File: src/rtl/mem_bus_pkg.sv
// Shared definitions for the core-to-fabric memory bridge: FSM encoding,
// default widths and the default bus timeout.
package mem_bus_pkg;

    localparam int MB_ADDR_WIDTH = 32;
    localparam int MB_DATA_WIDTH = 32;
    localparam int MB_TIMEOUT    = 255;
    localparam int MB_CNT_WIDTH  = 8;

    typedef enum logic [1:0] {
        MB_IDLE = 2'b00,
        MB_REQ  = 2'b01,
        MB_DONE = 2'b10
    } mb_state_e;

endpackage

File: src/rtl/bus_timeout_counter.sv
// Saturating 8-bit cycle counter that flags when it has reached the
// configured bus timeout.
module bus_timeout_counter
    import mem_bus_pkg::*;
#(
    parameter int TIMEOUT = MB_TIMEOUT
) (
    input  logic clk,
    input  logic rst_n,
    input  logic clear,
    input  logic enable,
    output logic expired
);

    localparam logic [MB_CNT_WIDTH-1:0] LIMIT   = TIMEOUT[MB_CNT_WIDTH-1:0];
    localparam logic [MB_CNT_WIDTH-1:0] CNT_MAX = '1;

    logic [MB_CNT_WIDTH-1:0] count_q;
    logic [MB_CNT_WIDTH-1:0] count_d;

    always_comb begin
        count_d = count_q;
        if (clear) begin
            count_d = '0;
        end else if (enable && (count_q != CNT_MAX)) begin
            count_d = count_q + 1'b1;
        end
    end

    always_ff @(posedge clk or negedge rst_n) begin
        if (!rst_n) begin
            count_q <= '0;
        end else begin
            count_q <= count_d;
        end
    end

    assign expired = (count_q == LIMIT);

endmodule

File: src/rtl/mem_bus_bridge.sv
// Turns the core's single-strobe read/write requests into one valid/ready
// bus transaction each, stalling the core until the response is back.
module mem_bus_bridge
    import mem_bus_pkg::*;
#(
    parameter int ADDR_WIDTH = MB_ADDR_WIDTH,
    parameter int DATA_WIDTH = MB_DATA_WIDTH,
    parameter int TIMEOUT    = MB_TIMEOUT
) (
    input  logic                  clk,
    input  logic                  rst_n,
    input  logic                  core_read,
    input  logic                  core_write,
    input  logic [ADDR_WIDTH-1:0] core_addr,
    input  logic [DATA_WIDTH-1:0] core_wdata,
    output logic [DATA_WIDTH-1:0] core_rdata,
    output logic                  core_stall,
    output logic                  core_error,
    output logic                  bus_valid,
    output logic                  bus_we,
    output logic [ADDR_WIDTH-1:0] bus_addr,
    output logic [DATA_WIDTH-1:0] bus_wdata,
    input  logic                  bus_ready,
    input  logic [DATA_WIDTH-1:0] bus_rdata,
    input  logic                  bus_err,
    output logic [1:0]            dbg_state
);

    // Bus handshake: bus_valid is high for every REQ cycle and the request
    // fields stay frozen until the slave answers with bus_ready in the same
    // cycle (or the bridge gives up on timeout); no back-pressure otherwise.

    mb_state_e             state_q, state_d;
    logic                  we_q, we_d;
    logic [ADDR_WIDTH-1:0] addr_q, addr_d;
    logic [DATA_WIDTH-1:0] wdata_q, wdata_d;
    logic [DATA_WIDTH-1:0] rdata_q, rdata_d;
    logic                  error_q, error_d;

    logic req;
    logic start;
    logic in_req;
    logic expired;

    assign req    = core_read | core_write;
    assign start  = (state_q == MB_IDLE) && req;
    assign in_req = (state_q == MB_REQ);

    // Counter holds the index of the current REQ cycle (1 in the first one).
    bus_timeout_counter #(
        .TIMEOUT (TIMEOUT)
    ) u_timeout (
        .clk     (clk),
        .rst_n   (rst_n),
        .clear   (!in_req && !start),
        .enable  (in_req || start),
        .expired (expired)
    );

    always_comb begin
        state_d = state_q;
        we_d    = we_q;
        addr_d  = addr_q;
        wdata_d = wdata_q;
        rdata_d = rdata_q;
        error_d = 1'b0;
        case (state_q)
            MB_IDLE: begin
                if (req) begin
                    state_d = MB_REQ;
                    addr_d  = core_addr;
                    wdata_d = core_wdata;
                    we_d    = core_write;
                end
            end
            MB_REQ: begin
                if (bus_ready) begin
                    state_d = MB_DONE;
                    error_d = bus_err;
                    if (!we_q) begin
                        rdata_d = bus_rdata;
                    end
                end else if (expired) begin
                    state_d = MB_DONE;
                    error_d = 1'b1;
                    rdata_d = '0;
                end
            end
            MB_DONE: begin
                state_d = MB_IDLE;
            end
            default: begin
                state_d = MB_IDLE;
            end
        endcase
    end

    always_ff @(posedge clk or negedge rst_n) begin
        if (!rst_n) begin
            state_q <= MB_IDLE;
            we_q    <= 1'b0;
            addr_q  <= '0;
            wdata_q <= '0;
            rdata_q <= '0;
            error_q <= 1'b0;
        end else begin
            state_q <= state_d;
            we_q    <= we_d;
            addr_q  <= addr_d;
            wdata_q <= wdata_d;
            rdata_q <= rdata_d;
            error_q <= error_d;
        end
    end

    assign core_stall = in_req || start;
    assign core_error = error_q;
    assign core_rdata = rdata_q;
    assign bus_valid  = in_req;
    assign bus_we     = we_q;
    assign bus_addr   = addr_q;
    assign bus_wdata  = wdata_q;
    assign dbg_state  = state_q;

endmodule
File: config.mk
export PLATFORM = sky130hd
export DESIGN_NAME = mem_bus_bridge
export DESIGN_NICKNAME = d
export VERILOG_FILES = /design/src/rtl/mem_bus_pkg.sv /design/src/rtl/bus_timeout_counter.sv /design/src/rtl/mem_bus_bridge.sv
export SDC_FILE = /design/constraint.sdc
export NUM_CORES = 1
export LEC_CHECK = 0
export ABC_CLOCK_PERIOD_IN_PS = 1800
export CELL_PAD_IN_SITES_DETAIL_PLACEMENT = 1
export CELL_PAD_IN_SITES_GLOBAL_PLACEMENT = 1
export CORE_AREA = 5 5 131 133
export DETAILED_ROUTE_END_ITERATION = 10
export DIE_AREA = 0 0 136 138
export PLACE_DENSITY = 0.85
export SLEW_MARGIN = 20
export SYNTH_ARGS = -nofsm -noshare
export SYNTH_HDL_FRONTEND = slang
export SYNTH_HIERARCHICAL = 1
export SYNTH_SLANG_ARGS = --single-unit
File: constraint.sdc
create_clock -name clk -period 1.8 [get_ports clk]
set_input_delay 0.36 -clock clk [delete_from_list [all_inputs] [get_ports clk]]
set_output_delay 0.36 -clock clk [all_outputs]
set_load 0.1 [all_outputs]
Word level (Yosys, flattened, before mapping)
Index checks and enable logic that the tools add are counted.
{"block": "classes", "n_addsub": 1, "n_eq_ne": 6, "muxes": 12, "bitwise_logic": 1, "reduce_logical": 12}
{"cell": "$mux W32", "n": 3}
{"cell": "$mux W8", "n": 2}
{"cell": "$add A8 B1 Y8 const B", "n": 1}
{"cell": "$eq A8 B8 Y1 const B", "n": 1}
{"cell": "$ne A8 B8 Y1 const B", "n": 1}
{"cell": "$mux W2", "n": 3}
{"cell": "$ne A2 B2 Y1 const B", "n": 2}
{"cell": "$pmux W2 S2", "n": 1}
{"cell": "$reduce_and A2 Y1", "n": 2}
{"cell": "$reduce_bool A2 Y1", "n": 2}
{"cell": "$logic_and A1 B1 Y1", "n": 3}
{"cell": "$mux W1", "n": 3}
{"cell": "$ne A3 B2 Y1 const B", "n": 1}
{"cell": "$reduce_and A3 Y1", "n": 1}
{"cell": "$eq A2 B1 Y1 const B", "n": 1}
{"cell": "$logic_not A1 Y1", "n": 2}
{"cell": "$logic_not A2 Y1", "n": 1}
{"cell": "$logic_or A1 B1 Y1", "n": 1}
{"cell": "$or A1 B1 Y1", "n": 1}
{"block": "totals", "regBits": 108, "inputBits": 102, "out_inout_bits": 102, "elab_cells": 39}

Longest topological paths before layout
Gate-level depths: netlist of the first run.
{"block": "depth", "word_depth": 6, "depth_mapped": 8, "ltp_nobuf": 6}

Modules after synthesis
Netlist of the first run, hierarchy kept.
{"module": "mem_bus_bridge", "instances": 1, "cells_per_inst": 289, "area_each_um2": 4058.9, "seq_area_each_um2": 2502.4}
{"module": "bus_timeout_counter", "instances": 1, "cells_per_inst": 47, "area_each_um2": 469.2, "seq_area_each_um2": 200.2}

Least setup slack after synthesis of the first run
Ideal clock, no wire load.
{"block": "synth_timing", "kind": "register -> register", "startpoint": "register state_q[0], in the netlist dbg_state[0]", "endpoint": "register u_timeout.count_q[5]", "setup_ps": 136, "arrival_ps": 2670, "t_required_ps": 1664, "setup_slack_ps": -1005, "stages_incl_launch_ff": 7, "n_path_buf": 0, "period_less_slack_ps": 2805, "path_cell_list": "dfrtp_1 nor2_1 o21ai_0 nand2_1 and4_2 a31oi_1 a211oi_1"}
{"block": "synth_between", "elab_chain_cells": 5, "word_cells_on_any_way": 10, "classes_between": "eq/ne (1); mux (1); reduce/logical (8)"}
{"element": "start: declaration", "line_no": "mem_bus_bridge.sv:33", "rtl": "mb_state_e state_q, state_d;"}
{"element": "start signal: assignment", "line_no": "mem_bus_bridge.sv:107", "rtl": "state_q <= state_d;"}
{"element": "$logic_not A2 Y1", "line_no": "mem_bus_bridge.sv:46", "rtl": "assign start = (state_q == MB_IDLE) && req;"}
{"element": "$logic_and A1 B1 Y1", "line_no": "mem_bus_bridge.sv:46"}
{"element": "$logic_or A1 B1 Y1 *"}
{"element": "via core_stall", "line_no": "mem_bus_bridge.sv:17", "rtl": "output logic core_stall,"}
{"element": "$logic_and A1 B1 Y1 *", "line_no": "bus_timeout_counter.sv:25", "rtl": "end else if (enable && (count_q != CNT_MAX)) begin"}
{"element": "$reduce_bool A2 Y1 (no source line) *"}
{"element": "end signal: assignment", "line_no": "bus_timeout_counter.sv:34", "rtl": "count_q <= count_d;"}
{"element": "end: declaration", "line_no": "bus_timeout_counter.sv:18", "rtl": "logic [MB_CNT_WIDTH-1:0] count_q;"}
The timed path passes the listed nets; every way through them passes the cells marked *.
A chain may end at the register's enable or synchronous reset.

Worst setup path in the final report of the first run
{"block": "layout_timing", "startpoint": "register state_q[1], in the netlist dbg_state[1]", "endpoint": "output core_stall"}
{"block": "layout_between", "elab_chain_cells": 3, "word_cells_on_any_way": 4, "classes_between": "eq/ne (1); reduce/logical (3)"}
{"element": "$logic_not A2 Y1", "line_no": "mem_bus_bridge.sv:46"}
{"element": "$logic_and A1 B1 Y1", "line_no": "mem_bus_bridge.sv:46"}
{"element": "$logic_or A1 B1 Y1 *", "line_no": "mem_bus_bridge.sv:116", "rtl": "assign core_stall = in_req || start;"}
{"element": "end: declaration", "line_no": "mem_bus_bridge.sv:17"}
Every way passes the cells marked *; elsewhere a longest branch is shown, timed or not.

==> run_results.csv, run 1 <==
group,metric,value,unit
floorplan,die_area,0.0188,mm²
routing,vias_per_cell,4.42,
synthesis,syn_inst,336,
routing,drt_iter0_drc,78,
min_path,min_path_type,"in -> async",
setup_path,slowest_stage,"dfrtp_4",
global_route,grt_pass1_vias,4154,
synthesis,synth-edff-count,0,
clock_network,cts_tree,"built",
routing,wirelength,15100,µm
global_route,gr-usage-met2,29.0,%
global_route,grt_use_met3,5.08,%
sta,drv_slew,0,
sta,fin_ws,-50.6,ps
synthesis,avgSynthCellArea,13.5,µm²
synthesis,yosysMostFrequentCell,"dfrtp_1",
clock_network,path_clk_slew,70,ps
setup_path,crit_buf_inv,3,
setup_path,crit_top_cell,"buf_12",
routing,dr.pass1.iters,4,
status,status,"complete, but fails checks",
setup_path,cp.arrival,1490,ps
setup_path,critPathKind,"reg -> out",
placed_design,dp_slack,-221,ps
routing,drc_errors,0,
synthesis,synthTopCellsByArea,"dfrtp_1, mux2_2, mux2i_1",
floorplan,start_util,28.8,%
clock_network,cts-root-buf,"clkbuf_16",
final_layout,antennaDiodeCount,0,
synthesis,yosysWarningCount,6,
synthesis,ys_types,35,
clock_network,htree_levels,3,
synthesis,synth.cell_area,0.00453,mm²
synthesis,async_flop_share,100,%
routing,detail-route-antenna-nets,0,
setup_path,crit_chain,"buf_6 -> nand2b_4 -> nand2_4 -> buf_12 -> buf_12",
final_layout,finalNonFillerCells,789,
clock_network,clock_latency,350,ps
setup_path,worstPathMaxFanout,3,
routing,vias,3489,
setup_path,critical-path-max-stage-delay,500,ps
sta,finalSetupTns,-50.6,ps
clock_network,cts-buffers-inserted,9,
placed_design,port_buffers,203,
sta,finalHoldViolations,0,
placed_design,place_inst,763,
global_route,grt_pass1_wl,23400,µm
final_layout,fin_util,53.9,%
clock_network,clock_sinks,108,
setup_path,cp.required,1440,ps
floorplan,die_x,136,µm
placed_design,place.gp.congestion,0.783,
final_layout,syn2layout_area_growth,87.2,%
global_route,grt_start_max_net_pins,46,
sta,period_needed,1850,ps
sta,max_slew_margin,76.5,%
sta,fmax,540,MHz
global_route,antenna_found_initial,0,
floorplan,die_h,138,µm
sta,grt_setup_unrepaired,"yes",
sta,fin_crit_sh,103,%
placed_design,dp_hpwl,11500,µm
floorplan,core_area,0.0157,mm²
floorplan,ios,204,
setup_path,cp-start-kind,"register",
synthesis,synth_top_area_cell,"dfrtp_1",
final_layout,final_layout_size_suffix_gt1_share,41.7,%
global_route,gr-usage-met1,17.3,%
final_layout,final_nets,673,
synthesis,synth_commonest_cells,"dfrtp_1, mux2_2, nand2_1",
status,violations,"setup timing",
sta,worstMarginPinSlew,353,ps
synthesis,synth_top_flop_cell,"dfrtp_1",
synthesis,yosysTopAreaCellShare,59.7,%
floorplan,placementRows,46,
sta,finClkSkew,7.96,ps
setup_path,cp-end-kind,"primary output",
routing,wl_per_cell,19.2,µm
setup_path,crit_family,"flip-flops",
sta,setup_viol_count_final,1,
global_route,overflow,0,
synthesis,synth_fp_nets,439,
global_route,top_usage_layer,"met2",
clock_network,cts_buffer_depth,2,
synthesis,ys_seq_area_share,59.7,%
global_route,track_usage,16.0,%
job,maxCapViolCount,0,
final_layout,fillCellCount,1543,
synthesis,synth_seq_cells,108,
## area by class of cell
cell class | instances | area [µm²] | area share, %
clock buffers | 12 | 246 | 2.91
clock inverters | 2 | 60.1 | 0.709
multi-input cells | 178 | 1610 | 19.0
flip-flops and latches | 108 | 2710 | 32.0
well taps | 216 | 270 | 3.19
repair buffers | 239 | 3450 | 40.7
inverters | 34 | 131 | 1.55
## logic make-up after synthesis
kind of cell             after synthesis  share of synthesized area (%)
flip-flops                           108                           59.7
AND/OR/NAND/NOR                       60                           6.36
adder cells (fa/ha/maj)                1                          0.276
multiplexers                         101                           24.8
AO/OA/AOI/OAI                         16                           2.49
buffers and inverters                 50                           6.36
## path summary, 6_finish.rpt
path | end | start | depth (start not counted) | slack (ps)
hold reg to reg | core_rdata[22]$_DFFE_PN0P_ | core_rdata[22]$_DFFE_PN0P_ | 2 | 570
min in group clk | core_rdata[1]$_DFFE_PN0P_ | bus_rdata[1] | 3 | 560
hold / removal | u_timeout/count_q[1]$_DFFE_PN0P_ | rst_n | 2 | 420
max in group asynchronous | bus_wdata[24]$_DFFE_PN0P_ | rst_n | 3 | 840
setup / recovery | core_stall | dbg_state[1]$_DFFE_PN0P_ | 5 | -50
setup reg to reg | core_rdata[12]$_DFFE_PN0P_ | dbg_state[1]$_DFFE_PN0P_ | 6 | 0
## per-layer routing
layer  part of all wire (%)  vias to the layer above  wire [µm]
li1                       -                     1585          -
met1                     37                     1744       5600
met2                     53                      137       8080
met3                    7.3                       23       1100
met4                    2.2                        0        337
met5                      0                        -          0
## layout by cell type (no fill, tap or decap), types with 2 or more instances in the layout
| master | instances |
|---|---|
| bufinv_16 | 2 |
| nand2_1 | 35 |
| nor2_1 | 3 |
| buf_6 | 2 |
| a21oi_1 | 3 |
| o21bai_1 | 2 |
| nor2b_1 | 2 |
| a211oi_1 | 4 |
| mux2i_1 | 30 |
| nand3_1 | 3 |
| buf_12 | 107 |
| nand4_1 | 2 |
| mux2_4 | 9 |
| mux2i_2 | 4 |
| clkbuf_1 | 2 |
| clkbuf_16 | 11 |
| clkdlybuf4s50_1 | 100 |
| nor2_2 | 2 |
| inv_1 | 33 |
| dfrtp_1 | 106 |
| nand2b_1 | 2 |
| dfrtp_4 | 2 |
| buf_4 | 26 |
| a31oi_1 | 2 |
| mux2_2 | 58 |
## sequential cells by signal (all words and copies together), names as in the netlist
register,flops
u_timeout/count_q,8
bus_addr,32
bus_wdata,32
bus_we,1
core_rdata,32
core_error,1
dbg_state,2
## stage by stage
step / hold WS (ps) / cell area [µm²]
floorplan: 64.4 / 4560
global placement: 250 / 7970
detailed placement: 254 / 7970
CTS: 424 / 8390
global route: 431 / 8470
finish: 417 / 8470
## repair_timing
item / CTS / global route
endpoints found under the setup margin: 26 / 22
buffers inserted: 7 / 1
hold endpoints to repair: 12 / 0
cloned: 1 / 2
pin swaps: 2 / 1
resized for setup: 7 / 7
hold buffers: 1 / 0
Power of run 1 is not shown: default switching activity piles up to over one toggle a cycle in this logic, so the estimate is an artifact.
==> run 2: changes to the inputs <==
CELL_PAD_IN_SITES_DETAIL_PLACEMENT = not set   (was 1)
CELL_PAD_IN_SITES_GLOBAL_PLACEMENT = not set   (was 1)
CORE_AREA = 5 5 116 118   (was 5 5 131 133)
DIE_AREA = 0 0 121 123   (was 0 0 136 138)
PLACE_DENSITY = 0.84   (was 0.85)
==> run_results.csv, run 2 (synthesized netlist as in run 1, its figures left out) <==
group,metric,value,unit
sta,fmax,552,MHz
min_path,min_path_type,"in -> async",
routing,vias_per_cell,4.71,
setup_path,worst_r2r_endpoint,"core_rdata[5]$_DFFE_PN0P_",
floorplan,start_util,36.6,%
global_route,antenna_found_initial,0,
floorplan,die_area,0.0149,mm²
sta,worstMarginPinSlew,349,ps
final_layout,mostFrequentLayoutCells,"dfrtp_1, buf_12, clkdlybuf4s50_1",
clock_network,cts_tree,"built",
setup_path,cp-start-kind,"register",
setup_path,timing.rr.start,"dbg_state[1]$_DFFE_PN0P_",
clock_network,htree_levels,3,
routing,drt_iter0_drc,80,
setup_path,worstPathMaxFanout,3,
sta,fin_ws,-12.9,ps
placed_design,dp_hpwl,10000,µm
global_route,overflow,0,
clock_network,clock_sinks,108,
sta,setup_viol_count_final,1,
routing,wl_per_cell,17.3,µm
status,status,"complete, but fails checks",
final_layout,fillCellCount,848,
sta,fin_crit_sh,101,%
setup_path,cp.required,1440,ps
global_route,grt_pass1_wl,19800,µm
status,violations,"setup timing",
global_route,track_usage,16.9,%
floorplan,die_x,121,µm
global_route,top_usage_layer,"met2",
final_layout,antennaDiodeCount,0,
final_layout,syn2layout_area_growth,83.2,%
sta,period_needed,1810,ps
sta,max_slew_margin,76.7,%
routing,drc_errors,0,
sta,hold_ws,9.43,ps
setup_path,critPathKind,"reg -> out",
routing,wirelength,12800,µm
placed_design,dp_slack,-164,ps
sta,drv_slew,0,
global_route,gr-usage-met2,31.3,%
global_route,grt_pass1_vias,3859,
clock_network,clock_latency,340,ps
clock_network,path_clk_slew,70,ps
setup_path,reg2reg_setup_slack,10,ps
routing,vias,3479,
final_layout,final_layout_size_suffix_gt1_share,41.1,%
floorplan,ios,204,
clock_network,cts.hold.buffers_added,0,
placed_design,place.gp.congestion,0.814,
floorplan,core_area,0.0124,mm²
routing,dr.pass1.iters,4,
final_layout,fin_util,67.1,%
setup_path,r2r_cells,6,
sta,finalSetupTns,-12.9,ps
floorplan,placementRows,41,
job,maxCapViolCount,0,
routing,detail-route-antenna-nets,0,
sta,finalHoldViolations,0,
global_route,grt_use_met3,5.44,%
global_route,grt_start_max_net_pins,64,
clock_network,cts-buffers-inserted,9,
placed_design,port_buffers,203,
final_layout,multi_input_area,0.00162,mm²
final_layout,seqCellArea,0.00271,mm²
clock_network,cts_buffer_depth,2,
setup_path,cp.arrival,1450,ps
global_route,gr-usage-met1,18.3,%
sta,finClkSkew,9.84,ps
sta,grt_setup_unrepaired,"yes",
final_layout,final_nets,665,
floorplan,die_h,123,µm
setup_path,cp-end-kind,"primary output",
clock_network,cts-root-buf,"clkbuf_16",
## run 2: changes by cell type in the layout (fill, tap and decap cells not counted), moves of 2 or more
cell       before  now
buf_4          26   21
mux2i_2         4    0
clkinv_4        0    3
inv_6           0    3
mux2i_1        30   33
bufinv_16       2    0
clkbuf_1        2    0
clkbuf_16      11    9
## run 2: area by class of cell
class / instances / share of cell area (%)
timing repair buffer: 231 / 40.3
clock buffer: 9 / 2.71
sequential: 108 / 32.7
inverter: 34 / 1.58
multi-input combinational: 178 / 19.5
tap: 172 / 2.59
clock inverter: 7 / 0.694
## run 2: worst max path at each step
| stage | endpoint | cells past startpoint | slack, ps | start |
|---|---|---|---|---|
| floorplan | u_timeout/count_q[0]$_DFFE_PN0P_ | 6 | -320 | dbg_state[1]$_DFFE_PN0P_ |
| global placement | u_timeout/count_q[7]$_DFFE_PN0P_ | 6 | -130 | core_write |
| global route | core_stall | 5 | -60 | dbg_state[1]$_DFFE_PN0P_ |
| finish | core_stall | 5 | -10 | dbg_state[1]$_DFFE_PN0P_ |
| detailed placement | u_timeout/count_q[7]$_DFFE_PN0P_ | 6 | -160 | core_write |
| CTS | core_stall | 5 | -20 | dbg_state[1]$_DFFE_PN0P_ |
## run 2: layer usage
metal	wire length, µm	vias up	part of all wire [%]
met2	6930	160	54
met1	4590	1722	36
met5	0	-	0
li1	-	1576	-
met3	1030	21	8.0
met4	280	0	2.2
## run 2: worst max-delay path: stages (launching register included)
cell      delay [ps]
dfrtp_4          500
buf_6            120
nand2b_4         160
nand2_4           70
buf_6            100
buf_12           160
## run 2: timing repair
action	4_1_cts	5_1_grt
setup buffers	5	0
gates resized for setup	8	7
gates cloned	1	0
pin swaps	1	1
setup endpoints to repair	35	18
## run 2: stage by stage
step / instances / area (µm²)
after detailed placement: 717 / 7880
after global routing: 739 / 8300
after global placement: 717 / 7880
final: 739 / 8300
after CTS: 739 / 8260
after floorplan: 336 / 4560
Power of run 2 is left out for the same reason.
